--- src/rtl/seq_mult_pkg.sv ---
// Shared state encoding and sizing constants for the sequential shift-add multiplier.
package seq_mult_pkg;

  localparam int WIDTH     = 32;
  localparam int CNT_W     = 5;
  localparam int LAST_ITER = 31;

  typedef enum logic [1:0] {
    IDLE = 2'b00,
    RUN  = 2'b01,
    DONE = 2'b10
  } state_t;

endpackage

--- src/rtl/add_64bit.sv ---
// Combinational adder producing accumulator + shifted multiplicand for one iteration.
module add_64bit #(
  parameter int W = 2 * seq_mult_pkg::WIDTH
) (
  input  logic [W-1:0] a,
  input  logic [W-1:0] b,
  output logic [W-1:0] sum
);

  // Carry out is dropped: the accumulator wraps modulo 2^W.
  assign sum = a + b;

endmodule

--- src/rtl/seq_multiplier_32bit.sv ---
// Multi-cycle unsigned shift-add multiplier with start/done handshake.
// Define SEQ_MULT_EARLY_TERM_EN to finish as soon as the remaining multiplier bits are all zero.
module seq_multiplier_32bit
  import seq_mult_pkg::*;
#(
  parameter int WIDTH = seq_mult_pkg::WIDTH,
  parameter int CNT_W = seq_mult_pkg::CNT_W
) (
  input  logic             clk,
  input  logic             reset,
  input  logic             start,
  input  logic [WIDTH-1:0] op_a,
  input  logic [WIDTH-1:0] op_b,
  output logic             busy,
  output logic             done,
  output logic [WIDTH-1:0] product_lo,
  output logic [WIDTH-1:0] product_hi
);

  localparam logic [CNT_W-1:0] LAST_CNT = CNT_W'(WIDTH - 1);

  state_t               state_r;
  state_t               state_s;
  logic                 load_s;
  logic                 step_s;
  logic                 last_s;
  logic                 busy_r;
  logic                 done_r;
  logic [2*WIDTH-1:0]   acc_r;
  logic [2*WIDTH-1:0]   mcand_r;
  logic [2*WIDTH-1:0]   sum_s;
  logic [WIDTH-1:0]     mult_r;
  logic [CNT_W-1:0]     cnt_r;

  add_64bit #(
    .W (2 * WIDTH)
  ) u_add (
    .a   (acc_r),
    .b   (mcand_r),
    .sum (sum_s)
  );

`ifdef SEQ_MULT_EARLY_TERM_EN
  // Stop once the post-shift multiplier has no set bits left.
  assign last_s = (cnt_r == LAST_CNT) || (mult_r[WIDTH-1:1] == {(WIDTH-1){1'b0}});
`else
  assign last_s = (cnt_r == LAST_CNT);
`endif

  // Control state register.
  always_ff @(posedge clk or posedge reset) begin
    if (reset) begin
      state_r <= IDLE;
    end else begin
      state_r <= state_s;
    end
  end

  // Next-state decode plus load/iterate strobes for the datapath.
  always_comb begin
    state_s = state_r;
    load_s  = 1'b0;
    step_s  = 1'b0;
    case (state_r)
      IDLE, DONE: begin
        if (start) begin
          state_s = RUN;
          load_s  = 1'b1;
        end else begin
          state_s = IDLE;
        end
      end
      RUN: begin
        step_s = 1'b1;
        if (last_s) begin
          state_s = DONE;
        end else begin
          state_s = RUN;
        end
      end
      default: begin
        state_s = IDLE;
      end
    endcase
  end

  // Status flags registered from the next state so they align with state_r.
  always_ff @(posedge clk or posedge reset) begin
    if (reset) begin
      busy_r <= 1'b0;
      done_r <= 1'b0;
    end else begin
      busy_r <= (state_s == RUN);
      done_r <= (state_s == DONE);
    end
  end

  // Operand capture and one shift-add iteration per RUN cycle.
  always_ff @(posedge clk or posedge reset) begin
    if (reset) begin
      acc_r   <= {(2*WIDTH){1'b0}};
      mcand_r <= {(2*WIDTH){1'b0}};
      mult_r  <= {WIDTH{1'b0}};
      cnt_r   <= {CNT_W{1'b0}};
    end else if (load_s) begin
      acc_r   <= {(2*WIDTH){1'b0}};
      mcand_r <= {{WIDTH{1'b0}}, op_a};
      mult_r  <= op_b;
      cnt_r   <= {CNT_W{1'b0}};
    end else if (step_s) begin
      if (mult_r[0]) begin
        acc_r <= sum_s;
      end else begin
        acc_r <= acc_r;
      end
      mcand_r <= mcand_r << 1;
      mult_r  <= mult_r >> 1;
      cnt_r   <= cnt_r + CNT_W'(1);
    end else begin
      acc_r   <= acc_r;
      mcand_r <= mcand_r;
      mult_r  <= mult_r;
      cnt_r   <= cnt_r;
    end
  end

  assign busy       = busy_r;
  assign done       = done_r;
  assign product_lo = acc_r[WIDTH-1:0];
  assign product_hi = acc_r[2*WIDTH-1:WIDTH];

endmodule

--- config.mk ---
export PLATFORM = sky130hd
export DESIGN_NAME = seq_multiplier_32bit
export DESIGN_NICKNAME = d
export VERILOG_FILES = /design/src/rtl/seq_mult_pkg.sv /design/src/rtl/add_64bit.sv /design/src/rtl/seq_multiplier_32bit.sv
export SDC_FILE = /design/constraint.sdc
export NUM_CORES = 1
export LEC_CHECK = 0
export BUFFER_PORTS_ARGS = -buffer_cell sky130_fd_sc_hd__buf_2
export CORE_AREA = 5 5 169 122
export CTS_BUF_LIST = sky130_fd_sc_hd__clkbuf_8
export DETAILED_ROUTE_END_ITERATION = 10
export DIE_AREA = 0 0 174 127
export GPL_ROUTABILITY_DRIVEN = 0
export PLACE_DENSITY = 0.75
export SLEW_MARGIN = 0
export SYNTH_ARGS = -nofsm -noshare
export SYNTH_HDL_FRONTEND = slang
export SYNTH_SLANG_ARGS = --single-unit
--- constraint.sdc ---
create_clock -name clk -period 11 [get_ports clk]
set_clock_uncertainty 0.15 [all_clocks]
set_input_delay 1.1 -clock clk [delete_from_list [all_inputs] [get_ports clk]]
set_output_delay 1.1 -clock clk [all_outputs]
set_load 0.03 [all_outputs]
== Yosys cells after proc, flatten, opt, wreduce, memory -nomap -nowiden ==
Cells that the tools add are included.
Storage, ports and cells
  logic and storage cells: 34
  register bits: 169
Cells by class
  reduce and logical (&&, ||, !) cells: 5
  add/subtract/negate cells: 2
  equal/unequal tests: 5
  muxes and demuxes: 15
Operators by type and width (number)
  64-bit two-way mux: 5
  64-bit adder: 1
  32-bit two-way mux: 2
  5-bit two-way mux: 2
  5-bit by 1-bit adder with 5-bit output (second input constant): 1
  5-bit equality test (second input constant): 1
  2-bit by 1-bit equality test with 1-bit output (second input constant): 2
  2-bit equality test (second input constant): 2
  1-bit two-way mux: 4
  2-bit case mux with 2 select lines: 1
  2-bit nonzero test: 2
  2-bit logical NOT: 1
  2-bit two-way mux: 1
  2-bit AND reduction: 1
  2-bit OR reduction: 1

== Longest topological paths before layout ==
Gate-level depths: netlist of the first run.
  word-level depth: 5
  gate-level depth with buffers: 14

== Modules after synthesis ==
From an unflattened synthesis of the first run, not the netlist that was laid out.
Unflattened totals
  cells, all modules: 1265
  area, all modules: 10675.2 sq um
Modules (own cells, without submodules)
  seq_multiplier_32bit: area each 6822.8 sq um, sequential area each 4229.1 sq um, cells an instance 692, instances 1
  add_64bit: area each 3852.4 sq um, sequential area each 0.0 sq um, cells an instance 573, instances 1

== Worst setup path before layout of the first run ==
No wires, ideal clock.
  path type: reg2reg
  start point: register acc_r[0]
  end point: register acc_r[58]
  arrival time: 3.215 ns
  path slack: 7.514 ns
  cell stages (with the launch flop): 15
  path buffers: 0
  cell sequence: dfrtp_1 -> ha_1 -> inv_1 -> fa_1 -> nor2b_1 -> o21ai_0 -> a21oi_1 -> o211a_1 -> a31oi_4 -> o21ai_2 -> o211ai_2 -> a2111oi_2 -> o2111a_1 -> o21ai_0 -> a32o_1
On the way
  longest elaborated chain between the ends: 4
RTL lines
  from (decl): line seq_multiplier_32bit.sv:29  | logic [2*WIDTH-1:0] acc_r;
  from (signal assigned): line seq_multiplier_32bit.sv:101  | acc_r <= {(2*WIDTH){1'b0}};
  from (signal assigned): line seq_multiplier_32bit.sv:106  | acc_r <= {(2*WIDTH){1'b0}};
  from (signal assigned): line seq_multiplier_32bit.sv:112  | acc_r <= sum_s;
  64-bit adder: line add_64bit.sv:11  | assign sum = a + b;
  64-bit two-way mux: line seq_multiplier_32bit.sv:111  | if (mult_r[0]) begin
  64-bit two-way mux: line seq_multiplier_32bit.sv:110  | end else if (step_s) begin
  64-bit two-way mux: line seq_multiplier_32bit.sv:105  | end else if (load_s) begin
No other way between the ends. The select of a mux whose other input is x is not followed.
A chain may end at the register's enable or synchronous reset.

== Worst setup path after layout of the first run ==
  start point: register state_r[0]
  end point: register acc_r[62]
On the way
  longest elaborated chain between the ends: 5
RTL lines
  from (decl): line seq_multiplier_32bit.sv:22  | state_t state_r;
  from (signal assigned): line seq_multiplier_32bit.sv:55  | state_r <= state_s;
  2-bit equality test or 2-bit logical NOT (tied branches): line seq_multiplier_32bit.sv:64  | case (state_r)
  2-bit OR reduction: line seq_multiplier_32bit.sv:64
  1-bit two-way mux: line seq_multiplier_32bit.sv:64
  2-bit nonzero test (no line)
  2-bit AND reduction (no line)
Parallel ways exist; a longest one is shown, timed or not.

==> impl_results.md, run 1 <==
- CTS tree: yes
- CTS Hold Bufs: 0
- Critical path arrival: a little under 4 ns
- Number of remaining DRC errors: 0
- Io pins: between 100 and 150
- Yosys top cell area share: 41.8%
- Reg2Reg Setup Slack: ~7.3 ns
- Worst hold stages: 2
- Endpoint class of the critical path: flip-flop
- Initial DRT Pass Iterations: 5
- Initial DRC Count: 912
- CTS buffer count: 17
- Largest net degree at the start of global routing: around 120
- Fin cells: approximately 1500
- Hold Violations, Final: 0
- Die Span Y: 127 µm
- First-pass GRT wire length: 43600 µm
- Synthesis Warnings: 0
- I/O Buffers: about 130
- Hold Crit Class: reg -> reg
- Diodes inserted: 0
- Routed Antenna Nets: 0
- Avg Inst Size Synth: 8.78 µm²
- Worst Reg-to-Reg Cells: 6
- Chip width: 174 µm
- Startpoint Class: flip-flop
- Final max-slew violation count: 0
- Synth area leader: dfrtp_1
- Gates resized, CTS repair: 0
- Status: completed
- Cell Area, Synth: 0.0101 mm²
- Setup TNS: 0 ns
- Final Setup Violations: 0
- Area growth from synthesis to layout: 12.1%
- Power Density: ~370 mW/mm²
- Synthesized flop and latch total: around 170
- Post-layout min period: 3.73 ns
- Initial Util: 54.1%
- Post-synth EDFFs: 0
- Worst slew margin: 28.4%
- FP Rows: 42
- CP Max Fanout: between 100 and 150
- Fin util: between 60% and 70%
- Post-synth ARST share: 100%
- Initial antenna violation count: 0
- Layout cells sized above 1: 15.1%
- CTS Root Cell: clkbuf_8
- Number of library cell types mapped by synthesis: 62
- Routed WL per cell: ~17 µm
- Congestion Overflow GR: 0
- Primary FF master, synth: dfrtp_1
- Vias in the first global route: 8364
- FF-to-FF Start: state_r[0]
- FF-to-FF End: acc_r[62]
- Via-to-Cell Ratio: ~6.0
- Total die area: 0.0221 mm²
- Synth top area cells: dfrtp_1 (42%), ha_1 (8.0%), nand2_1 (7.1%)
- Worst endpoint required time: around 11 ns
- Layout Nets: about 1400
- Clock H-tree levels: 4
- Max Clock Freq: 0.268 GHz
- Post-synthesis sequential area ratio: 41.8%
- Worst-path clk slew: about 0.10 ns
- Cells after synthesis: between 1000 and 1500
- Detailed Route WL: between 20000 and 30000 µm
- Peak VDD IR: 0.171 mV
- CTS Buffer Depth: 2
- Max-Cap Viols: 0
- Crit path kind: reg -> reg
- Hold Startpoint: mult_r[8]
- DP HPWL: between 15000 and 20000 µm
- Fill count: roughly 1700
- Syn nets: 1285
- Clk_lat worst skew: around 0.48 ns
- # clock sinks: 169
- Pwr Total: between 4000 and 5000 µW
- Slew @ Worst Pin: roughly 1.1 ns
- DP Cell Count: 1471
- Tot GR Track Use: approximately a quarter
- Hold WS: 0.333 ns
- Hold endpoint: mult_r[8]
- Leak: between 0.005 and 0.006 µW
- Core ar.: ~0.019 mm²
- Final Cycle Share: 33.9%
- Vias: roughly 9000
- RSZ-0062 raised after global routing: no
- Post-CTS Setup Inserts: 0
-- worst max path at each step --
stage / startpoint / to / slack [ns] / depth (start not counted)
after global routing: state_r[0] / acc_r[62] / 6.90 / 6
final: state_r[0] / acc_r[62] / 7.27 / 6
after detailed placement: state_r[0] / acc_r[62] / 7.23 / 6
after global placement: state_r[0] / acc_r[62] / 7.34 / 6
after CTS: state_r[0] / acc_r[62] / 7.22 / 6
after floorplan: reset / acc_r[0] / 5.17 / 1
-- report_power, final --
part           total (µW)  internal [µW]  switching (µW)
Combinational        2610            973            1640
Sequential           1160            915             243
Clock                 467            214             253
Total                4230           2100            2130
-- cell usage after synthesis, drive strengths merged (9+ instances only) --
cell type,count
a21o,22
a21oi,79
a22o,36
a22oi,35
a31oi,36
and3,9
clkbuf,54
dfrtp,169
ha,65
inv,25
nand2,190
nand3,67
nand4,20
nor2,65
nor2b,12
o21ai,104
o21bai,20
xnor2,31
xor2,25
-- placed cells by master (no fill, tap or decap), types with 8 or more instances in the layout --
master / count
inv_1: 24
ha_1: 65
nand4_1: 20
a22o_1: 36
a31oi_1: 35
a22oi_1: 35
clkbuf_8: 18
xnor2_1: 31
a21oi_1: 78
dfrtp_1: 169
o21bai_1: 20
o21ai_0: 102
and3_1: 9
nand2_1: 189
a21o_1: 22
buf_2: 132
nand3_1: 67
nor2_1: 64
nor2b_1: 10
or3_1: 8
xor2_1: 25
-- through the flow --
| step | cell area [µm²] | setup WS [ns] |
|---|---|---|
| floorplan | 10100 | 5.17 |
| global placement | 10900 | 7.34 |
| detailed placement | 10900 | 7.23 |
| CTS | 11300 | 7.22 |
| global route | 11300 | 6.90 |
| finish | 11300 | 7.27 |
-- registers in the layout, indices dropped and copies added (netlist names) --
register  flops
done          1
cnt_r         5
mult_r       32
mcand_r      64
busy          1
acc_r        64
state_r       2
-- per-layer routing --
metal | part of all wire [%] | track usage (%) | vias up
li1 | - | - | 4366
met1 | 51 | 37.9 | 4296
met2 | 41 | 32.4 | 268
met3 | 6.4 | 5.17 | 26
met4 | 1.3 | 5.86 | 0
met5 | 0 | 0 | -
-- worst max-delay path, stage by stage (launching register included) --
cell      delay (ns)
dfrtp_1         0.42
nor2b_4         0.84
buf_4           0.71
nand2_4         0.70
or3_1           0.57
and3_1          0.17
o211ai_1        0.07
-- layout make-up --
class	instances	area [µm²]	area share (%)
clock inverter	14	160	1.41
timing repair buffer	139	713	6.29
tap	242	303	2.67
inverter	25	98.8	0.872
clock buffer	18	248	2.19
multi-input combinational	896	5590	49.3
sequential	169	4230	37.3
-- cell families after synthesis --
group	after synthesis	synth area share, %
XOR/XNOR	56	4.85
buffers and inverters	87	3.28
adder cells (fa/ha/maj)	66	8.24
AO/OA/AOI/OAI	378	24.4
flip-flops	169	41.8
AND/OR/NAND/NOR	395	17.3
multiplexers	1	0.0990
(Power assumes the default switching activity.)
==> inputs of run 2 (changes only) <==
Clock period 11 ns to 3.87 ns, I/O delays scaled along.
==> impl_results.md, run 2 (synthesis gave the netlist of run 1 again) <==
- Status: completed
- Placed instance area: between 0.01 and 0.015 mm²
- Initial DRC Count: between 800 and 900
- CTS buffer count: 17
- DR top layer: met4
- Number of remaining DRC errors: 0
- Commonest non-fill, non-tap cell in the layout: nand2_1
- Peak VDD IR: about 0.45 mV
- Vias in the first global route: between 8000 and 9000
- Endpoint class of the critical path: flip-flop
- Hold WS: 0.0150 ns
- Io pins: ~130
- Slew @ Worst Pin: just over 1 ns
- First-pass GRT wire length: 43900 µm
- CP max stage delay: ~0.50 ns
- Final Cycle Share: a little over nine tenths
- Clk_lat worst skew: between 0.4 and 0.5 ns
- I/O Buffers: about 130
- Initial Util: between 50% and 60%
- Reg2Reg Setup Slack: around 0.23 ns
- Worst-path clk slew: 0.09 ns
- Max-Cap Viols: 0
- Layout Nets: 1415
- Post-layout min period: roughly 3.6 ns
- Largest net degree at the start of global routing: between 80 and 90
- Routed wl met2: between 10000 and 15000 µm
- Max Clock Freq: between 0.2 and 0.3 GHz
- Hold Startpoint: op_b[3]
- CTS tree: yes
- Core ar.: roughly 0.019 mm²
- Area growth from synthesis to layout: 15.5%
- Initial DRT Pass Iterations: 5
- Multi-input gate area: 0.00560 mm²
- Diodes inserted: 0
- FF-to-FF End: acc_r[53]
- CP Max Fanout: 5
- FF-to-FF Start: acc_r[4]
- Fin util: 62.5%
- Power Density: 1040 mW/mm²
- CTS Root Cell: clkbuf_8
- Critical path arrival: about 3.8 ns
- Leak: ~0.0056 µW
- Worst endpoint required time: around 4 ns
- DP HPWL: 19200 µm
- Vias: 9148
- Hold Crit Class: in -> reg
- Tot GR Track Use: roughly a quarter
- # clock sinks: 169
- Chip width: between 150 and 200 µm
- Via-to-Cell Ratio: just under 6
- Worst hold stages: 3
- Worst Reg-to-Reg Cells: 12
- Fill count: 1628
- CP cell instances: ha_1 -> a21oi_1 -> nand2_1 -> a31oi_1 -> o31ai_2 -> a21bo_2 -> a31oi_1 -> o211ai_1 -> a31oi_1 -> o31ai_2 -> xnor2_1 -> o21ai_0
- Layout cells sized above 1: 15.1%
- Routed wl met3: 1870 µm
- Worst slew margin: between 30% and 40%
- Crit path kind: reg -> reg
- Startpoint Class: flip-flop
- Register area: 0.00423 mm²
- Total die area: 0.0221 mm²
- CTS Buffer Depth: 2
- Detailed Route WL: roughly 27000 µm
- Most frequent cells in the layout: nand2_1 (189), dfrtp_1 (169), buf_2 (132), o21ai_0 (102), a21oi_1 (78)
- Slowest cell on the critical path: a31oi_1
- Clock H-tree levels: 4
- Met1 wire length: 13400 µm
- Routed Antenna Nets: 0
- Fin cells: ~1500
- Final max-slew violation count: 0
- Design Area, Final: approximately 0.012 mm²
- Die Span Y: ~130 µm
- Final Setup Violations: 0
- Hold Violations, Final: 0
- Leading registers by flop count: acc_r (64), mcand_r (64), mult_r (32)
- Hold endpoint: mult_r[3]
- Most used cell, CP: a31oi_1
- Initial antenna violation count: 0
- Routed WL per cell: around 17 µm
- Setup TNS: 0 ns
- Congestion Overflow GR: 0
- RSZ-0062 raised after global routing: no
- DP Cell Count: 1478
- FP Rows: 42
-- run 2: final cells by class --
cell class | count | area share [%]
Clock buffer | 22 | 2.59
Timing Repair Buffer | 173 | 9.08
Multi-Input combinational cell | 896 | 47.9
Inverter | 25 | 0.835
Tap cell | 242 | 2.59
Sequential cell | 169 | 36.2
Clock inverter | 10 | 0.792
-- run 2: how the worst max path moves through the flow --
| stage | startpoint | endpoint | depth (start not counted) |
|---|---|---|---|
| floorplan | acc_r[0] | acc_r[58] | 14 |
| global placement | mcand_r[0] | acc_r[58] | 14 |
| detailed placement | mcand_r[0] | acc_r[58] | 14 |
| CTS | mcand_r[0] | acc_r[58] | 14 |
| global route | mcand_r[0] | acc_r[58] | 14 |
| finish | acc_r[4] | acc_r[53] | 12 |
-- run 2: what timing repair did --
action,CTS,global route
gates resized for setup,0,1
hold endpoints to repair,44,2
setup buffers,0,0
hold buffers,25,2
endpoints found under the setup margin,0,1
-- run 2: stage by stage --
step                      total power (µW)  worst slack, ns
after floorplan                       8830            0.384
after global placement               10500            0.373
after detailed placement             10700            0.229
after CTS                            12000            0.189
after global routing                 13100           0.0124
final                                12100            0.232
-- run 2: worst max-delay path: cells and delay by family (launching register included) --
kind / cells / cell delay (ns)
xor+xnor: 1 / 0.17
simple gates: 1 / 0.07
fa+ha+maj: 1 / 0.37
compound gates: 9 / 2.32
flops: 1 / 0.42
-- run 2: where the power goes --
| group | switching, µW | internal [µW] | leakage [µW] |
|---|---|---|---|
| Sequential | 697 | 2600 | 0.00213 |
| Clock | 667 | 596 | 0.000204 |
| Combinational | 4710 | 2820 | 0.00329 |
| Total | 6080 | 6020 | 0.00562 |
-- run 2: per-layer routing --
layer	vias up	track usage, %
met5	-	0
met3	24	5.79
met2	309	35.2
met1	4377	36.4
li1	4438	-
met4	0	4.98
==> inputs of run 3 (changes only) <==
Settings changed: ABC_AREA set to 1, CORE_AREA 5 5 169 122 to 5 5 187 135, DIE_AREA 0 0 174 127 to 0 0 192 140, PLACE_DENSITY 0.75 to 0.74.
==> impl_results.md, run 3 <==
- Design Area, Final: roughly 0.015 mm²
- Synthesis Warnings: 0
- Initial antenna violation count: 0
- Max Clock Freq: 0.383 GHz
- Routed WL per cell: approximately 16 µm
- DP HPWL: 30000 µm
- CTS Buffer Depth: 2
- Avg Inst Size Synth: roughly 6.4 µm²
- Clk_lat worst skew: between 0.4 and 0.5 ns
- Clock H-tree levels: 4
- Cells after synthesis: between 1500 and 2000
- Core ar.: approximately 0.023 mm²
- Detailed Route WL: 38600 µm
- Cell Area, Synth: approximately 0.013 mm²
- Commonest non-fill, non-tap cell in the layout: nand2_1
- Final Cycle Share: between 60% and 70%
- Most frequent cells after synthesis: nand2_1 (754), inv_1 (427), dfrtp_1 (169)
- Congestion Overflow GR: 0
- FP Rows: 47
- Slew @ Worst Pin: ~0.87 ns
- Worst setup margin: ~1.3 ns
- Hold Violations, Final: 0
- Synth top area cells: dfrtp_1 (34%), nand2_1 (23%), inv_1 (13%)
- Startpoint Class: flip-flop
- Leak: around 0.0085 µW
- Post-synth ARST share: between 90% and 100%
- Worst Setup SP: acc_r[44]
- Area growth from synthesis to layout: 16.5%
- Tot GR Track Use: roughly 29%
- I/O Buffers: 132
- Hold Crit Class: in -> reg
- Setup TNS: 0 ns
- Post-synthesis sequential area ratio: 33.8%
- Post-synth EDFFs: 0
- Place WS: around 1.4 ns
- Peak VDD IR: 0.476 mV
- Final Setup Violations: 0
- Reg2Reg Setup Slack: 1.26 ns
- Yosys top cell area share: approximately 34%
- Layout cells sized above 1: about an eighth
- Worst Reg-to-Reg Cells: 12
- Fin cells: about 2500
- Most frequent cells in the layout: nand2_1 (753), inv_1 (425), dfrtp_1 (169), buf_2 (132), nor2_1 (93)
- Synthesized flop and latch total: 169
- Syn nets: 2079
- Chip width: between 150 and 200 µm
- Diodes inserted: 0
- Gates resized, CTS repair: 0
- Worst-path clk slew: ~0.1 ns
- Number of remaining DRC errors: 0
- First-pass GRT wire length: 61900 µm
- Die Span Y: about 140 µm
- Post-layout min period: roughly 2.6 ns
- Total die area: 0.0269 mm²
- Crit path kind: reg -> reg
- CTS Root Cell: clkbuf_8
- Final max-slew violation count: 0
- Routed Antenna Nets: 0
- Leading registers by flop count: acc_r (64), mcand_r (64), mult_r (32)
- Worst slew margin: slightly above 40%
- Number of library cell types mapped by synthesis: 39
- FF-to-FF Start: acc_r[44]
- Synth area leader: dfrtp_1
- Initial Util: between 50 and 60%
- Hold WS: 0.0397 ns
- Primary FF master, synth: dfrtp_1
- Hold Startpoint: op_a[1]
- Most frequent cell after synthesis: nand2_1
- CTS buffer count: 17
- Max-Cap Viols: 0
- Power Density: 929 mW/mm²
- Initial DRC Count: roughly 1400
- CP Max Fanout: 5
- Hold endpoint: mcand_r[1]
- Placed instance area: between 0.01 and 0.015 mm²
- Critical path arrival: around 2.8 ns
- Layout Nets: about 2300
- Initial DRT Pass Iterations: 6
- Fill count: around 2200
- Largest net degree at the start of global routing: between 90 and 100
- Worst hold stages: 3
- CTS tree: yes
- Via-to-Cell Ratio: between 5 and 6
- Io pins: 133
- DP Cell Count: about 2400
- # clock sinks: ~170
- FF-to-FF End: acc_r[61]
- Vias in the first global route: approximately 12000
- Status: completed
- Worst endpoint required time: 4.10 ns
- RSZ-0062 raised after global routing: no
- Vias: approximately 13000
- Endpoint class of the critical path: flip-flop
run 3: per-stage QoR:
stage                     power, µW  utilization, %
after floorplan                9430               -
after global placement        11800            58.3
after detailed placement      11900            58.3
after CTS                     13400            62.8
after global routing          14800            62.8
final                         13600            62.8
run 3: worst max path at each step:
stage,cells after the start,slack (ns),to
finish,12,1.26,acc_r[61]
global route,12,1.20,acc_r[62]
CTS,12,1.42,acc_r[61]
detailed placement,7,1.43,acc_r[54]
global placement,12,1.41,acc_r[59]
floorplan,1,1.18,acc_r[0]
run 3: layout make-up:
cell class,count,area (µm²),share of cell area [%]
Clock inverter,13,146,1.00
Inverter,442,1660,11.4
Multi-Input combinational cell,1295,6480,44.4
Clock buffer,19,262,1.79
Sequential cell,169,4230,29.0
Tap cell,318,398,2.73
Timing Repair Buffer,205,1410,9.64
run 3: worst max-delay path, cell delays in order, from the launching register on:
cell and delay (ns):
dfrtp_1 0.49, ha_1 0.50, nand2_2 0.12, nor2_1 0.20, inv_1 0.06, nor2_1 0.19, nand2_1 0.22, nor2_1 0.21
nand2_2 0.08, nand2_1 0.06, nand2_1 0.05, nand3_1 0.10, nand2_1 0.06
run 3: power breakdown:
part | total [µW] | internal (µW) | switching [µW]
clock network | 1340 | 579 | 764
logic | 9060 | 2740 | 6320
registers | 3150 | 2590 | 561
total | 13600 | 5900 | 7650
run 3: cells by family after synthesis:
kind of cell	count (synthesis)	share of synthesized area [%]
simple gates	1005	33.5
buf+inv	482	14.6
compound gates	221	11.3
flops	169	33.8
fa+ha+maj	66	6.65
xor+xnor	3	0.210
run 3: timing repair:
action                                 CTS  global route
hold buffers                            64             0
endpoints found under the hold margin   82             0
buffers inserted                         0             0
run 3: per-layer routing:
layer	vias to the layer above	GRT usage, %	wire length [µm]
met1	5902	44.1	18500
met4	0	5.85	631
li1	6338	-	-
met3	56	11.6	4920
met5	-	1.28	0
met2	587	38.5	14600
